[src/rtl/spi_master_param_if.sv]
// rtl/spi_master_param_if.sv - handshake and SPI pin bundle for spi_master_param
//
// Groups the controller handshake (start/data_wr/busy/done/data_rd), the SPI pins
// (spi_clk/cs/mosi/miso) and the debug taps (state/count) of one SPI master.
//   master modport : the SPI master itself (drives handshake status and SPI pins)
//   slave modport  : the local controller / board side (drives start, data_wr, miso)
interface spi_master_param_if #(
    parameter int DATA_W = 8
);
    logic                           start;
    logic [DATA_W-1:0]              data_wr;
    logic                           busy;
    logic                           done;
    logic [DATA_W-1:0]              data_rd;
    logic                           spi_clk;
    logic                           cs;
    logic                           mosi;
    logic                           miso;
    logic [1:0]                     state;
    logic [$clog2(DATA_W+1)-1:0]    count;

    modport master (
        input  start, data_wr, miso,
        output busy, done, data_rd, spi_clk, cs, mosi, state, count
    );

    modport slave (
        output start, data_wr, miso,
        input  busy, done, data_rd, spi_clk, cs, mosi, state, count
    );
endinterface

[src/rtl/spi_master_param.sv]
// rtl/spi_master_param.sv - parametrised full-duplex SPI master, single chip select
//
// Ports:
//   clk    in  system clock, all logic on posedge
//   reset  in  synchronous, active-high
//   bus    spi_master_param_if.master
//          start/data_wr in, busy/done/data_rd out  : controller handshake
//          spi_clk/cs/mosi out, miso in              : SPI pins (cs active-low)
//          state/count out                            : debug (FSM state, bits sampled)
// Parameters: DATA_W word width, CLK_DIV clk cycles per SCLK half-period,
//             CPOL/CPHA SPI mode, MSB_FIRST bit order.
module spi_master_param #(
    parameter int DATA_W    = 8,
    parameter int CLK_DIV   = 2,
    parameter int CPOL      = 0,
    parameter int CPHA      = 0,
    parameter int MSB_FIRST = 1
) (
    input  logic                 clk,
    input  logic                 reset,
    spi_master_param_if.master   bus
);
    localparam int CNT_W = $clog2(DATA_W + 1);
    localparam int TOG_W = $clog2(2 * DATA_W + 1);
    localparam int DIV_W = (CLK_DIV > 1) ? $clog2(CLK_DIV) : 1;

    localparam logic [DIV_W-1:0] DIV_LAST = DIV_W'(CLK_DIV - 1);
    localparam logic [TOG_W-1:0] TOG_LAST = TOG_W'(2 * DATA_W - 1);
    localparam logic             IDLE_CLK = (CPOL != 0);

    typedef enum logic [1:0] {
        IDLE  = 2'd0,
        LEAD  = 2'd1,
        XFER  = 2'd2,
        TRAIL = 2'd3
    } state_t;

    state_t             state_q;
    state_t             state_d;

    logic [DIV_W-1:0]   div_cnt;
    logic [TOG_W-1:0]   tog_cnt;
    logic [DATA_W-1:0]  tx_reg;
    logic [DATA_W-1:0]  rx_reg;
    logic [CNT_W-1:0]   count_q;
    logic [DATA_W-1:0]  data_rd_q;
    logic               spi_clk_q;
    logic               cs_q;
    logic               mosi_q;
    logic               busy_q;
    logic               done_q;

    logic               div_last;
    logic               leading;
    logic               accept;
    logic               toggle;
    logic               sample_en;
    logic               shift_en;
    logic               finish;

    assign div_last = (div_cnt == DIV_LAST);
    // Toggles are numbered from 1; an even number of toggles done means the
    // next one is a leading (odd-numbered) edge.
    assign leading  = ~tog_cnt[0];

    always_ff @(posedge clk) begin
        if (reset) begin
            state_q <= IDLE;
        end else begin
            state_q <= state_d;
        end
    end

    always_comb begin
        state_d   = state_q;
        accept    = 1'b0;
        toggle    = 1'b0;
        sample_en = 1'b0;
        shift_en  = 1'b0;
        finish    = 1'b0;
        case (state_q)
            IDLE: begin
                if (bus.start) begin
                    accept  = 1'b1;
                    state_d = LEAD;
                end
            end
            LEAD: begin
                if (div_last) begin
                    state_d = XFER;
                end
            end
            XFER: begin
                if (div_last) begin
                    toggle = 1'b1;
                    if (CPHA == 0) begin
                        // First bit is already on mosi, so the final trailing
                        // edge has nothing left to shift.
                        sample_en = leading;
                        shift_en  = ~leading && (tog_cnt != TOG_LAST);
                    end else begin
                        // First bit was presented on entry; the first leading
                        // edge would otherwise skip it.
                        sample_en = ~leading;
                        shift_en  = leading && (tog_cnt != '0);
                    end
                    if (tog_cnt == TOG_LAST) begin
                        state_d = TRAIL;
                    end
                end
            end
            TRAIL: begin
                if (div_last) begin
                    finish  = 1'b1;
                    state_d = IDLE;
                end
            end
            default: state_d = IDLE;
        endcase
    end

    always_ff @(posedge clk) begin
        if (reset) begin
            div_cnt   <= '0;
            tog_cnt   <= '0;
            tx_reg    <= '0;
            rx_reg    <= '0;
            count_q   <= '0;
            data_rd_q <= '0;
            spi_clk_q <= IDLE_CLK;
            cs_q      <= 1'b1;
            mosi_q    <= 1'b0;
            busy_q    <= 1'b0;
            done_q    <= 1'b0;
        end else begin
            done_q <= 1'b0;

            if (state_q != IDLE) begin
                div_cnt <= div_last ? '0 : div_cnt + DIV_W'(1);
            end

            if (accept) begin
                tx_reg    <= bus.data_wr;
                rx_reg    <= '0;
                count_q   <= '0;
                div_cnt   <= '0;
                tog_cnt   <= '0;
                spi_clk_q <= IDLE_CLK;
                cs_q      <= 1'b0;
                busy_q    <= 1'b1;
                mosi_q    <= (MSB_FIRST != 0) ? bus.data_wr[DATA_W-1] : bus.data_wr[0];
            end

            if (toggle) begin
                spi_clk_q <= ~spi_clk_q;
                tog_cnt   <= tog_cnt + TOG_W'(1);
            end

            if (sample_en) begin
                count_q <= count_q + CNT_W'(1);
                if (MSB_FIRST != 0) begin
                    rx_reg <= {rx_reg[DATA_W-2:0], bus.miso};
                end else begin
                    rx_reg <= {bus.miso, rx_reg[DATA_W-1:1]};
                end
            end

            if (shift_en) begin
                if (MSB_FIRST != 0) begin
                    tx_reg <= {tx_reg[DATA_W-2:0], 1'b0};
                    mosi_q <= tx_reg[DATA_W-2];
                end else begin
                    tx_reg <= {1'b0, tx_reg[DATA_W-1:1]};
                    mosi_q <= tx_reg[1];
                end
            end

            if (finish) begin
                cs_q      <= 1'b1;
                busy_q    <= 1'b0;
                done_q    <= 1'b1;
                mosi_q    <= 1'b0;
                data_rd_q <= rx_reg;
            end
        end
    end

    assign bus.state   = state_q;
    assign bus.count   = count_q;
    assign bus.data_rd = data_rd_q;
    assign bus.spi_clk = spi_clk_q;
    assign bus.cs      = cs_q;
    assign bus.mosi    = mosi_q;
    assign bus.busy    = busy_q;
    assign bus.done    = done_q;
endmodule
[src/flat_wrapper.sv]
// flat-port wrapper written by rule: the top's interface ports become plain ports
module spi_master_param_flat 
#(
    parameter int DATA_W    = 8,
    parameter int CLK_DIV   = 2,
    parameter int CPOL      = 0,
    parameter int CPHA      = 0,
    parameter int MSB_FIRST = 1
)
  (clk, reset, bus_start, bus_data_wr, bus_miso, bus_busy, bus_done, bus_data_rd, bus_spi_clk, bus_cs, bus_mosi, bus_state, bus_count);
  spi_master_param_if #(.DATA_W(DATA_W)) bus_i ();
  input  logic clk;
  input  logic reset;
  input wire logic [$bits(bus_i.start)-1:0] bus_start;
  input wire logic [$bits(bus_i.data_wr)-1:0] bus_data_wr;
  input wire logic [$bits(bus_i.miso)-1:0] bus_miso;
  output wire logic [$bits(bus_i.busy)-1:0] bus_busy;
  output wire logic [$bits(bus_i.done)-1:0] bus_done;
  output wire logic [$bits(bus_i.data_rd)-1:0] bus_data_rd;
  output wire logic [$bits(bus_i.spi_clk)-1:0] bus_spi_clk;
  output wire logic [$bits(bus_i.cs)-1:0] bus_cs;
  output wire logic [$bits(bus_i.mosi)-1:0] bus_mosi;
  output wire logic [$bits(bus_i.state)-1:0] bus_state;
  output wire logic [$bits(bus_i.count)-1:0] bus_count;
  assign bus_i.start = bus_start;
  assign bus_i.data_wr = bus_data_wr;
  assign bus_i.miso = bus_miso;
  assign bus_busy = bus_i.busy;
  assign bus_done = bus_i.done;
  assign bus_data_rd = bus_i.data_rd;
  assign bus_spi_clk = bus_i.spi_clk;
  assign bus_cs = bus_i.cs;
  assign bus_mosi = bus_i.mosi;
  assign bus_state = bus_i.state;
  assign bus_count = bus_i.count;
  spi_master_param #(.DATA_W(DATA_W), .CLK_DIV(CLK_DIV), .CPOL(CPOL), .CPHA(CPHA), .MSB_FIRST(MSB_FIRST)) u_core (.clk(clk), .reset(reset), .bus(bus_i));
endmodule
[config.mk]
export PLATFORM = sky130hd
export DESIGN_NAME = spi_master_param_flat
export DESIGN_NICKNAME = d
export VERILOG_FILES = /design/src/rtl/spi_master_param_if.sv /design/src/rtl/spi_master_param.sv /design/src/flat_wrapper.sv
export SDC_FILE = /design/constraint.sdc
export NUM_CORES = 1
export LEC_CHECK = 0
export ABC_AREA = 1
export BUFFER_PORTS_ARGS = -buffer_cell sky130_fd_sc_hd__buf_4
export CELL_PAD_IN_SITES_DETAIL_PLACEMENT = 1
export CELL_PAD_IN_SITES_GLOBAL_PLACEMENT = 2
export CORE_AREA = 3 3 82 84
export DETAILED_ROUTE_END_ITERATION = 7
export DIE_AREA = 0 0 85 87
export PLACE_DENSITY = 0.78
export RECOVER_POWER = 100
export SLEW_MARGIN = 20
export SYNTH_ARGS = -nofsm -noshare
export SYNTH_HDL_FRONTEND = slang
export SYNTH_SLANG_ARGS = --single-unit
[constraint.sdc]
create_clock -name clk -period 2.3 [get_ports clk]
set_clock_uncertainty 0.15 [all_clocks]
set_input_delay 0.46 -clock clk [delete_from_list [all_inputs] [get_ports clk]]
set_output_delay 0.46 -clock clk [all_outputs]
set_load 0.05 [all_outputs]
==> metrics.cfg, run 1 <==
[logic_synthesis]
netlist_top_cells_count=78 x nand2_1, 42 x nor2_1, 40 x dfxtp_1
synth_top_area_share=0.4396
synthMostInstantiatedCell=nand2_1
avgSynthCellArea_um2=6.953
syn-num-nets=282
ys_types=23
syn_inst=262
netlist_area_um2=1822
synthArstFlopShare=0
synth-edff-count=0
synth_top_flop_cell=dfxtp_1
yosys_warnings=0
yosysTopAreaCell=dfxtp_1
yosysSeqAreaShare=0.4396
ys_ff_latch=40
synth_area_leaders=dfxtp_1 44%, nand2_1 16%, nor2_1 8.7%

[pwr]
total_power_w=0.002027
p_seq_frac=0.402
p_clk_frac=0.314
intPower_w=0.001303
p_switching_w=0.0007239
leakage_nw=0.9959
ir_worst_vdd_mv=0.2834
power_frac_comb=0.284
power_density_nw_per_um2=933.8
p_sw_frac=0.3571

[critical_path]
crit_path_max_incr_delay_ns=0.49
crit_path_start_kind=register
cp_data_required_time_ns=2.33
r2r_end=u_core.rx_reg[1]$_SDFFE_PP0P_
cp_max_fo=14
reg2reg_slack_ns=0.30
worstPathArrival_ns=2.03
cp-end-kind=register
cp_cell_sequence=inv_1 -> ha_1 -> nand2_2 -> nor2_2 -> nor2_2 -> nand2_1 -> a21oi_1
setup.worst_path.start=u_core.bus.state[0]$_SDFFE_PP0P_
crit_slowest_cell=nor2_2
cp_common_cell=nor2_2
reg2reg_from=u_core.bus.state[0]$_SDFFE_PP0P_
reg2reg_depth=7
critPathKind=register to register

[clocking]
cts_hold_buf=0
cts_buffers=5
cts_resized=0
htree_num_levels=2
root_buffer=clkbuf_8
cts_setup_buffers=0
cts.sinks=40
cts_tree=built
clk_path_buf_depth=2
insertion_delay_ns=0.29
cts.clk_slew.worst_paths_ns=0.08

[layout]
fillers=763
syn_to_final_growth_pct=19.16
drive_gt1_frac=0.1014
fin_nets=315
num_antenna_cells=0

[min_path]
min_delay_path_depth=3
hold_end=u_core.tx_reg[0]$_SDFFE_PP0P_
hp-class=input pin to register
hp-start=bus_data_wr[0]

[sta]
fin_crit_sh=0.8697
period_minus_slack_ns=2.000
setup_viol_count_final=0
rsz0062_at_grt=no
hold_violations=0
tns_ns=0
fmax_mhz=499.9
tightestPinTransition_ns=0.6103
timing.slew.headroom=0.5949
maxSlewViolCount=0

[drt]
dr.pass1.iters=4
vias_per_cell=4.590
vias=1703
wl_mm=4.482
wl_per_cell_um=12.08
postRouteAntennaNets=0
drc=0
drt-initial-drc-count=52

[floorplanning]
io-pin-count=31
std_cell_rows=28
die-height_um=87
die-area_um2=7395
die_width_um=85
start_util=0.3041
coreArea_um2=5991

[status]
outcome=finished clean

[placement]
gp_congestion=0.7416
port_buffers=30
dp_hpwl_mm=3.233

[global_route]
antenna_found_initial=0
overflow=0
first_global_vias=1565
track_usage=0.1263
grt_max_degree=20
grt_pass1_wl_mm=7.452

[flow_run]
max-cap-violations=0

[layer usage]
metal	vias up	routed length [um]	share of wire	GRT usage
li1	865	-	-	-
met1	812	2183	0.49	0.1661
met2	19	2101	0.47	0.2041
met3	7	138	0.031	0.03122
met4	0	59	0.013	0.03885
met5	-	0	0	0
[critical path, delay by kind of cell (launching register included)]
family | cells | cell delay, ns
AOI/OAI and AO/OA | 1 | 0.06
buffers and inverters | 1 | 0.12
adders and majority gates | 1 | 0.24
and+or+nand+nor | 4 | 0.96
DFF | 1 | 0.35
[power groups by stage]
stage | sequential [W] | clock (W) | combinational [W]
global placement | 0.000830 | 0 | 0.000615
detailed placement | 0.000832 | 0 | 0.000617
global route | 0.000826 | 0.000690 | 0.000654
floorplan | 0.000924 | 0 | 0.000346
finish | 0.000815 | 0.000636 | 0.000577
CTS | 0.000817 | 0.000652 | 0.000618
[per-stage QoR]
step / std cells / hold slack, ns / util / setup slack, ns / cell area [um2]
6_report: 371 / 0.2808 / 0.3624 / 0.2998 / 2171
5_1_grt: 371 / 0.2643 / 0.3624 / 0.09236 / 2171
4_1_cts: 371 / 0.2696 / 0.3751 / 0.2821 / 2247
3_5_place_dp: 363 / 0.2996 / 0.3540 / 0.3159 / 2121
3_3_place_gp: 363 / 0.2919 / 0.3540 / 0.3038 / 2121
2_1_floorplan: 262 / 0.2691 / - / 0.3381 / 1822
[layout by cell type, fill, tap and decap left out]
| cell type | n |
|---|---|
| inv_1 | 31 |
| nand3_1 | 20 |
| nor3_1 | 2 |
| a21oi_1 | 19 |
| clkbuf_1 | 19 |
| nand2_1 | 78 |
| nand3b_1 | 1 |
| o22ai_1 | 1 |
| nand2_2 | 2 |
| bufinv_16 | 1 |
| o21ai_0 | 2 |
| inv_2 | 2 |
| nor2_8 | 1 |
| buf_4 | 14 |
| clkbuf_8 | 7 |
| nor2_2 | 2 |
| o21ai_1 | 2 |
| ha_1 | 8 |
| dfxtp_1 | 40 |
| nor2_1 | 42 |
| clkinv_1 | 1 |
| nand2_4 | 1 |
[logic make-up (layout without fill, tap and decap cells)]
logic type,after synthesis,count (layout),share of synthesized area
DFF,40,40,0.4396
buffers and inverters,41,75,0.09340
and+or+nand+nor,149,149,0.3455
adders and majority gates,8,8,0.05495
AOI/OAI and AO/OA,24,24,0.06662
[area by class of cell]
cell class / instances / area [um2] / area share
tap: 75 / 93.84 / 0.04323
clock inverter: 1 / 30.03 / 0.01383
multi-input combinational: 181 / 845.8 / 0.3896
sequential: 40 / 800.8 / 0.3689
clock buffer: 7 / 96.34 / 0.04438
inverter: 34 / 127.6 / 0.05879
timing repair buffer: 33 / 176.4 / 0.08127
[worst max-delay path by stage]
| stage | endpoint | slack, ns |
|---|---|---|
| after floorplan | u_core.tx_reg[1]$_SDFFE_PP0P_ | 0.34 |
| after global placement | u_core.tx_reg[3]$_SDFFE_PP0P_ | 0.30 |
| after detailed placement | u_core.bus.mosi$_SDFFE_PP0P_ | 0.32 |
| after CTS | u_core.tx_reg[6]$_SDFFE_PP0P_ | 0.28 |
| after global routing | u_core.rx_reg[0]$_SDFFE_PP0P_ | 0.09 |
| final | u_core.rx_reg[1]$_SDFFE_PP0P_ | 0.30 |
(Power assumes the default switching activity.)
==> run 2, diff against run 1 <==
--- a/config.mk
+++ b/config.mk
@@ -13,7 +13,6 @@
 export DETAILED_ROUTE_END_ITERATION = 7
 export DIE_AREA = 0 0 85 87
 export PLACE_DENSITY = 0.78
-export RECOVER_POWER = 100
 export SLEW_MARGIN = 20
 export SYNTH_ARGS = -nofsm -noshare
 export SYNTH_HDL_FRONTEND = slang
==> run 2 against run 1 <==
Compared with the run above: power is 1.4% higher; critical endpoint is now u_core.tx_reg[6]$_SDFFE_PP0P_; utilization up 1.3 points; non-clock buffer count is the same.
==> metrics.cfg, run 2 (same netlist as run 1, synthesis figures left out) <==
[global_route]
antenna_found_initial=0  ; unchanged
overflow=0  ; unchanged
track_usage=0.1263  ; unchanged
grt_max_degree=20  ; unchanged
first_global_vias=1565  ; unchanged
grt_pass1_wl_mm=7.452  ; unchanged

[floorplanning]
die-area_um2=7395  ; unchanged
die-height_um=87  ; unchanged
coreArea_um2=5991  ; unchanged
std_cell_rows=28  ; unchanged
io-pin-count=31  ; unchanged
start_util=0.3041  ; unchanged
die_width_um=85  ; unchanged

[status]
outcome=finished clean

[critical_path]
critPathKind=register to register
crit_path_start_kind=register
cp_data_required_time_ns=2.32  ; about the same
worstPathArrival_ns=2.01  ; -0.02 ns
cp-end-kind=register
cp_max_fo=9  ; -5
reg2reg_depth=10  ; +3

[pwr]
ir_worst_vdd_mv=0.2953  ; +4.2%
leakage_nw=1.074  ; +7.8%
power_density_nw_per_um2=914.7  ; -2.0%

[sta]
hold_violations=0  ; unchanged
rsz0062_at_grt=no
fin_crit_sh=0.8630  ; -0.006637
period_minus_slack_ns=1.985  ; -0.01526 ns
tns_ns=0  ; unchanged
fmax_mhz=503.8  ; +0.77%
maxSlewViolCount=0  ; unchanged
setup_viol_count_final=0  ; unchanged
timing.slew.headroom=0.7158  ; +0.1210
tightestPinTransition_ns=0.4258  ; -0.1845 ns

[layout]
fin_util=0.3751  ; +0.01274
instances_no_fill=371  ; unchanged
syn_to_final_growth_pct=23.35
fin_nets=315  ; unchanged
most-common-layout-cells=78 x nand2_1, 42 x nor2_1, 40 x dfxtp_1, 33 x buf_4, 30 x inv_1
layout_commonest_cell=nand2_1
fillers=758  ; -0.66%
final_area_um2=2247  ; +3.5%
drive_gt1_frac=0.1689  ; +0.06757
num_antenna_cells=0  ; unchanged

[drt]
drt-initial-drc-count=58  ; +12%
drc=0  ; unchanged
dr.pass1.iters=4  ; unchanged
vias=1704  ; +0.059%
postRouteAntennaNets=0  ; unchanged
vias_per_cell=4.593  ; about the same
wl_mm=4.485  ; about the same
wl_per_cell_um=12.09  ; about the same

[clocking]
cts.clk_slew.worst_paths_ns=0.08  ; about the same
htree_num_levels=2  ; unchanged
clk_path_buf_depth=2  ; unchanged
cts_setup_buffers=0  ; unchanged
cts_buffers=5  ; unchanged
root_buffer=clkbuf_8
insertion_delay_ns=0.29  ; about the same
cts_hold_buf=0  ; unchanged
cts_tree=built
cts.sinks=40  ; unchanged
cts_resized=0  ; unchanged

[placement]
placed_cells=363  ; unchanged
placed_area_um2=2121  ; unchanged
gp_congestion=0.7416  ; unchanged
dp_hpwl_mm=3.233  ; unchanged
port_buffers=30  ; unchanged

[min_path]
min_delay_path_depth=3  ; unchanged
hp-class=input pin to register

[flow_run]
max-cap-violations=0  ; unchanged

[run 2: cell count changes in the layout (fill, tap and decap cells not counted), sizes merged]
cell / change
clkbuf: -19
buf: +19
[run 2: critical path, stage by stage, from the launching register on]
cell     delay (ns)
dfxtp_1        0.38
ha_1           0.23
nand2_1        0.10
nor2_1         0.05
ha_1           0.27
nor2_8         0.20
nand2_4        0.12
nand2_2        0.17
nor2_1         0.06
nor2_1         0.08
nor2_1         0.05
[run 2: routing by layer]
metal  wire length, um  GRT usage
met1              2166     0.1661
met2              2117     0.2041
met3               144    0.03122
met4                57    0.03885
met5                 0          0
[run 2: where the power goes]
group / internal (W) / switching [W] / total (W)
clock: 0.000383 / 0.000252 / 0.000635
sequential: 0.000756 / 0.0000604 / 0.000816
combinational: 0.000191 / 0.000413 / 0.000604
[run 2: final timing paths]
path                                                     start                            end  slack (ns)
worst max-delay path            u_core.tog_cnt[0]$_SDFFE_PP0P_  u_core.tx_reg[6]$_SDFFE_PP0P_        0.32
worst min-delay path                                  bus_miso  u_core.rx_reg[0]$_SDFFE_PP0P_        0.28
worst max register to register  u_core.tog_cnt[0]$_SDFFE_PP0P_  u_core.tx_reg[6]$_SDFFE_PP0P_        0.32
worst min register to register   u_core.tx_reg[0]$_SDFFE_PP0P_  u_core.tx_reg[0]$_SDFFE_PP0P_        0.31
[run 2: through the flow]
stage	hold slack, ns	setup WS (ns)	total power [W]
after global placement	0.2919	0.3038	0.001445
after global routing	0.2633	0.08675	0.002201
final	0.2811	0.3150	0.002056
after floorplan	0.2691	0.3381	0.001270
after detailed placement	0.2996	0.3159	0.001449
after CTS	0.2696	0.2821	0.002088
[run 2: layout make-up]
| cell class | instances | area (um2) | area share |
|---|---|---|---|
| clock buffer | 7 | 96.34 | 0.04287 |
| clock inverter | 1 | 30.03 | 0.01336 |
| inverter | 34 | 127.6 | 0.05679 |
| multi-input combinational | 181 | 850.8 | 0.3786 |
| sequential | 40 | 800.8 | 0.3563 |
| tap | 75 | 93.84 | 0.04176 |
| timing repair buffer | 33 | 247.7 | 0.1102 |
==> run 3, diff against run 2 <==
--- a/config.mk
+++ b/config.mk
@@ -9,9 +9,9 @@
 export BUFFER_PORTS_ARGS = -buffer_cell sky130_fd_sc_hd__buf_4
 export CELL_PAD_IN_SITES_DETAIL_PLACEMENT = 1
 export CELL_PAD_IN_SITES_GLOBAL_PLACEMENT = 2
-export CORE_AREA = 3 3 82 84
+export CORE_AREA = 2 2 81 83
 export DETAILED_ROUTE_END_ITERATION = 7
-export DIE_AREA = 0 0 85 87
+export DIE_AREA = 0 0 83 85
 export PLACE_DENSITY = 0.78
 export SLEW_MARGIN = 20
 export SYNTH_ARGS = -nofsm -noshare
==> run 3 against run 2 <==
Compared with the run above: wire length shrank 1.7%; utilization is 1.2 points lower; register-to-register slack hardly changed; die area is 4.6% lower; power rose by 2.1%; combinational power is essentially flat; sequential power about the same; first-iteration DRC count decreased by 14%; cell count increased by 0.27%; hold slack worse by 0.0033 ns; critical path type unchanged; critical endpoint is now u_core.tx_reg[4]$_SDFFE_PP0P_; largest cell class unchanged; largest power group unchanged.
==> metrics.cfg, run 3 (same netlist as run 1, synthesis figures left out) <==
[status]
outcome=finished clean

[clocking]
cts.sinks=40  ; unchanged
insertion_delay_ns=0.29  ; about the same
htree_num_levels=2  ; unchanged
cts_setup_buffers=0  ; unchanged
cts_resized=0  ; unchanged
root_buffer=clkbuf_8
cts_hold_buf=0  ; unchanged
cts_buffers=5  ; unchanged
cts.clk_slew.worst_paths_ns=0.08  ; about the same
clk_path_buf_depth=2  ; unchanged
cts_tree=built

[global_route]
antenna_found_initial=0  ; unchanged
grt_pass1_wl_mm=7.686  ; +3.1%
overflow=0  ; unchanged
track_usage=0.1327  ; +0.006434
grt_max_degree=20  ; unchanged
first_global_vias=1636  ; +4.5%

[critical_path]
reg2reg_depth=10  ; unchanged
critPathKind=register to register
path_buf_inv=0  ; unchanged
crit_slowest_cell=dfxtp_1
cp_max_fo=9  ; unchanged
setup.worst_path.start=u_core.tog_cnt[0]$_SDFFE_PP0P_
crit_end=u_core.tx_reg[4]$_SDFFE_PP0P_
worstPathArrival_ns=2.01  ; about the same
worst-path-stages=10  ; unchanged
cp-end-kind=register
crit_path_max_incr_delay_ns=0.39  ; about the same
cp_cell_sequence=ha_1 -> nand2_1 -> nor2_1 -> ha_1 -> nor2_8 -> nand2_4 -> nand2_2 -> nor2_1 -> nor2_1 -> nor2_1
reg2reg_from=u_core.tog_cnt[0]$_SDFFE_PP0P_
cp_data_required_time_ns=2.33  ; about the same
critPathTopFamily=simple AND/OR/NAND/NOR gates
reg2reg_slack_ns=0.32  ; about the same
cp_common_cell=nor2_1
r2r_end=u_core.tx_reg[4]$_SDFFE_PP0P_
crit_path_start_kind=register

[sta]
tns_ns=0  ; unchanged
hold_violations=0  ; unchanged
timing.slew.headroom=0.6824  ; -0.03343
fmax_mhz=504.2  ; about the same
rsz0062_at_grt=no
layout_setup_ws_ns=0.3167  ; +0.001698 ns
tightestPinTransition_ns=0.4752  ; +0.04945 ns
fin_crit_sh=0.8623  ; about the same
period_minus_slack_ns=1.983  ; -0.001698 ns
timing.hold.ws_ns=0.2777  ; -0.003322 ns
setup_viol_count_final=0  ; unchanged
maxSlewViolCount=0  ; unchanged

[drt]
dr.pass1.iters=4  ; unchanged
wl_mm=4.410  ; -1.7%
vias_per_cell=4.478  ; -2.5%
drc=0  ; unchanged
vias=1666  ; -2.2%
postRouteAntennaNets=0  ; unchanged
wl_per_cell_um=11.85  ; -1.9%
drt-initial-drc-count=50  ; -14%

[placement]
dp_hpwl_mm=3.136  ; -3.0%
gp_congestion=0.7091  ; -4.4%
pre_cts_slack_ns=0.3001  ; -0.01580 ns
port_buffers=30  ; unchanged

[layout]
regArea_um2=800.8  ; unchanged
layout_commonest_cell=nand2_1
fin_nets=315  ; unchanged
multi_input_area_um2=850.8  ; unchanged
fillers=774  ; +2.1%
most-common-layout-cells=78 x nand2_1, 42 x nor2_1, 40 x dfxtp_1, 33 x buf_4, 30 x inv_1
syn_to_final_growth_pct=23.63
drive_gt1_frac=0.1661  ; -0.002817
num_antenna_cells=0  ; unchanged

[floorplanning]
coreArea_um2=6205  ; +3.6%
io-pin-count=31  ; unchanged
die-height_um=85  ; -2.3%
die_width_um=83  ; -2.4%
die-area_um2=7055  ; -4.6%
std_cell_rows=29  ; +3.6%
start_util=0.2936  ; -0.01049

[pwr]
power_density_nw_per_um2=931.4  ; +1.8%
total_power_w=0.002098  ; +2.1%
ir_worst_vdd_mv=0.3049  ; +3.3%
leakage_nw=1.074  ; about the same

[min_path]
hp-class=input pin to register
min_delay_path_depth=3  ; unchanged

[flow_run]
max-cap-violations=0  ; unchanged

-- run 3: metrics by stage --
| stage | std cells | utilization | cell area, um2 |
|---|---|---|---|
| floorplan | 262 | - | 1822 |
| global placement | 365 | 0.3422 | 2123 |
| CTS | 372 | 0.3630 | 2252 |
| detailed placement | 365 | 0.3422 | 2123 |
| finish | 372 | 0.3630 | 2252 |
| global route | 372 | 0.3630 | 2252 |
-- run 3: metal layers --
metal	vias to the layer above	global-route usage	wire, um	part of all wire
li1	868	-	-	-
met1	775	0.1703	2180	0.49
met2	18	0.2236	2052	0.47
met3	5	0.02724	118	0.027
met4	0	0.04471	59	0.013
met5	-	0	0	0
-- run 3: final cells by class --
class	instances	share of cell area
Timing Repair Buffer	33	0.1100
Multi-Input combinational cell	181	0.3778
Sequential cell	40	0.3556
Clock buffer	5	0.03056
Inverter	34	0.05667
Clock inverter	2	0.02667
Tap cell	77	0.04278
-- run 3: worst min-delay path, delay by kind of cell --
family          cells  cell delay, ns
compound gates      1            0.05
buf+inv             1            0.11
simple gates        1            0.06
-- run 3: where the power goes --
part           leakage (nW)  switching (W)  internal (W)  total [W]
registers             0.325      0.0000599      0.000756   0.000816
logic                 0.685       0.000414      0.000191   0.000605
clock network        0.0642       0.000250      0.000427   0.000677
total                  1.07       0.000723       0.00137    0.00210
-- run 3: worst min-delay path by stage --
stage                                                from                                 end  slack (ns)
after global placement    u_core.bus.spi_clk$_SDFFE_PP0P_     u_core.bus.spi_clk$_SDFFE_PP0P_        0.30
after detailed placement    u_core.rx_reg[7]$_SDFFE_PP0P_  u_core.bus.data_rd[7]$_SDFFE_PP0P_        0.29
after floorplan             u_core.rx_reg[7]$_SDFFE_PP0P_  u_core.bus.data_rd[7]$_SDFFE_PP0P_        0.27
after CTS                                  bus_data_wr[0]       u_core.tx_reg[0]$_SDFFE_PP0P_        0.27
final                                      bus_data_wr[0]       u_core.tx_reg[0]$_SDFFE_PP0P_        0.28
after global routing                             bus_miso       u_core.rx_reg[0]$_SDFFE_PP0P_        0.28
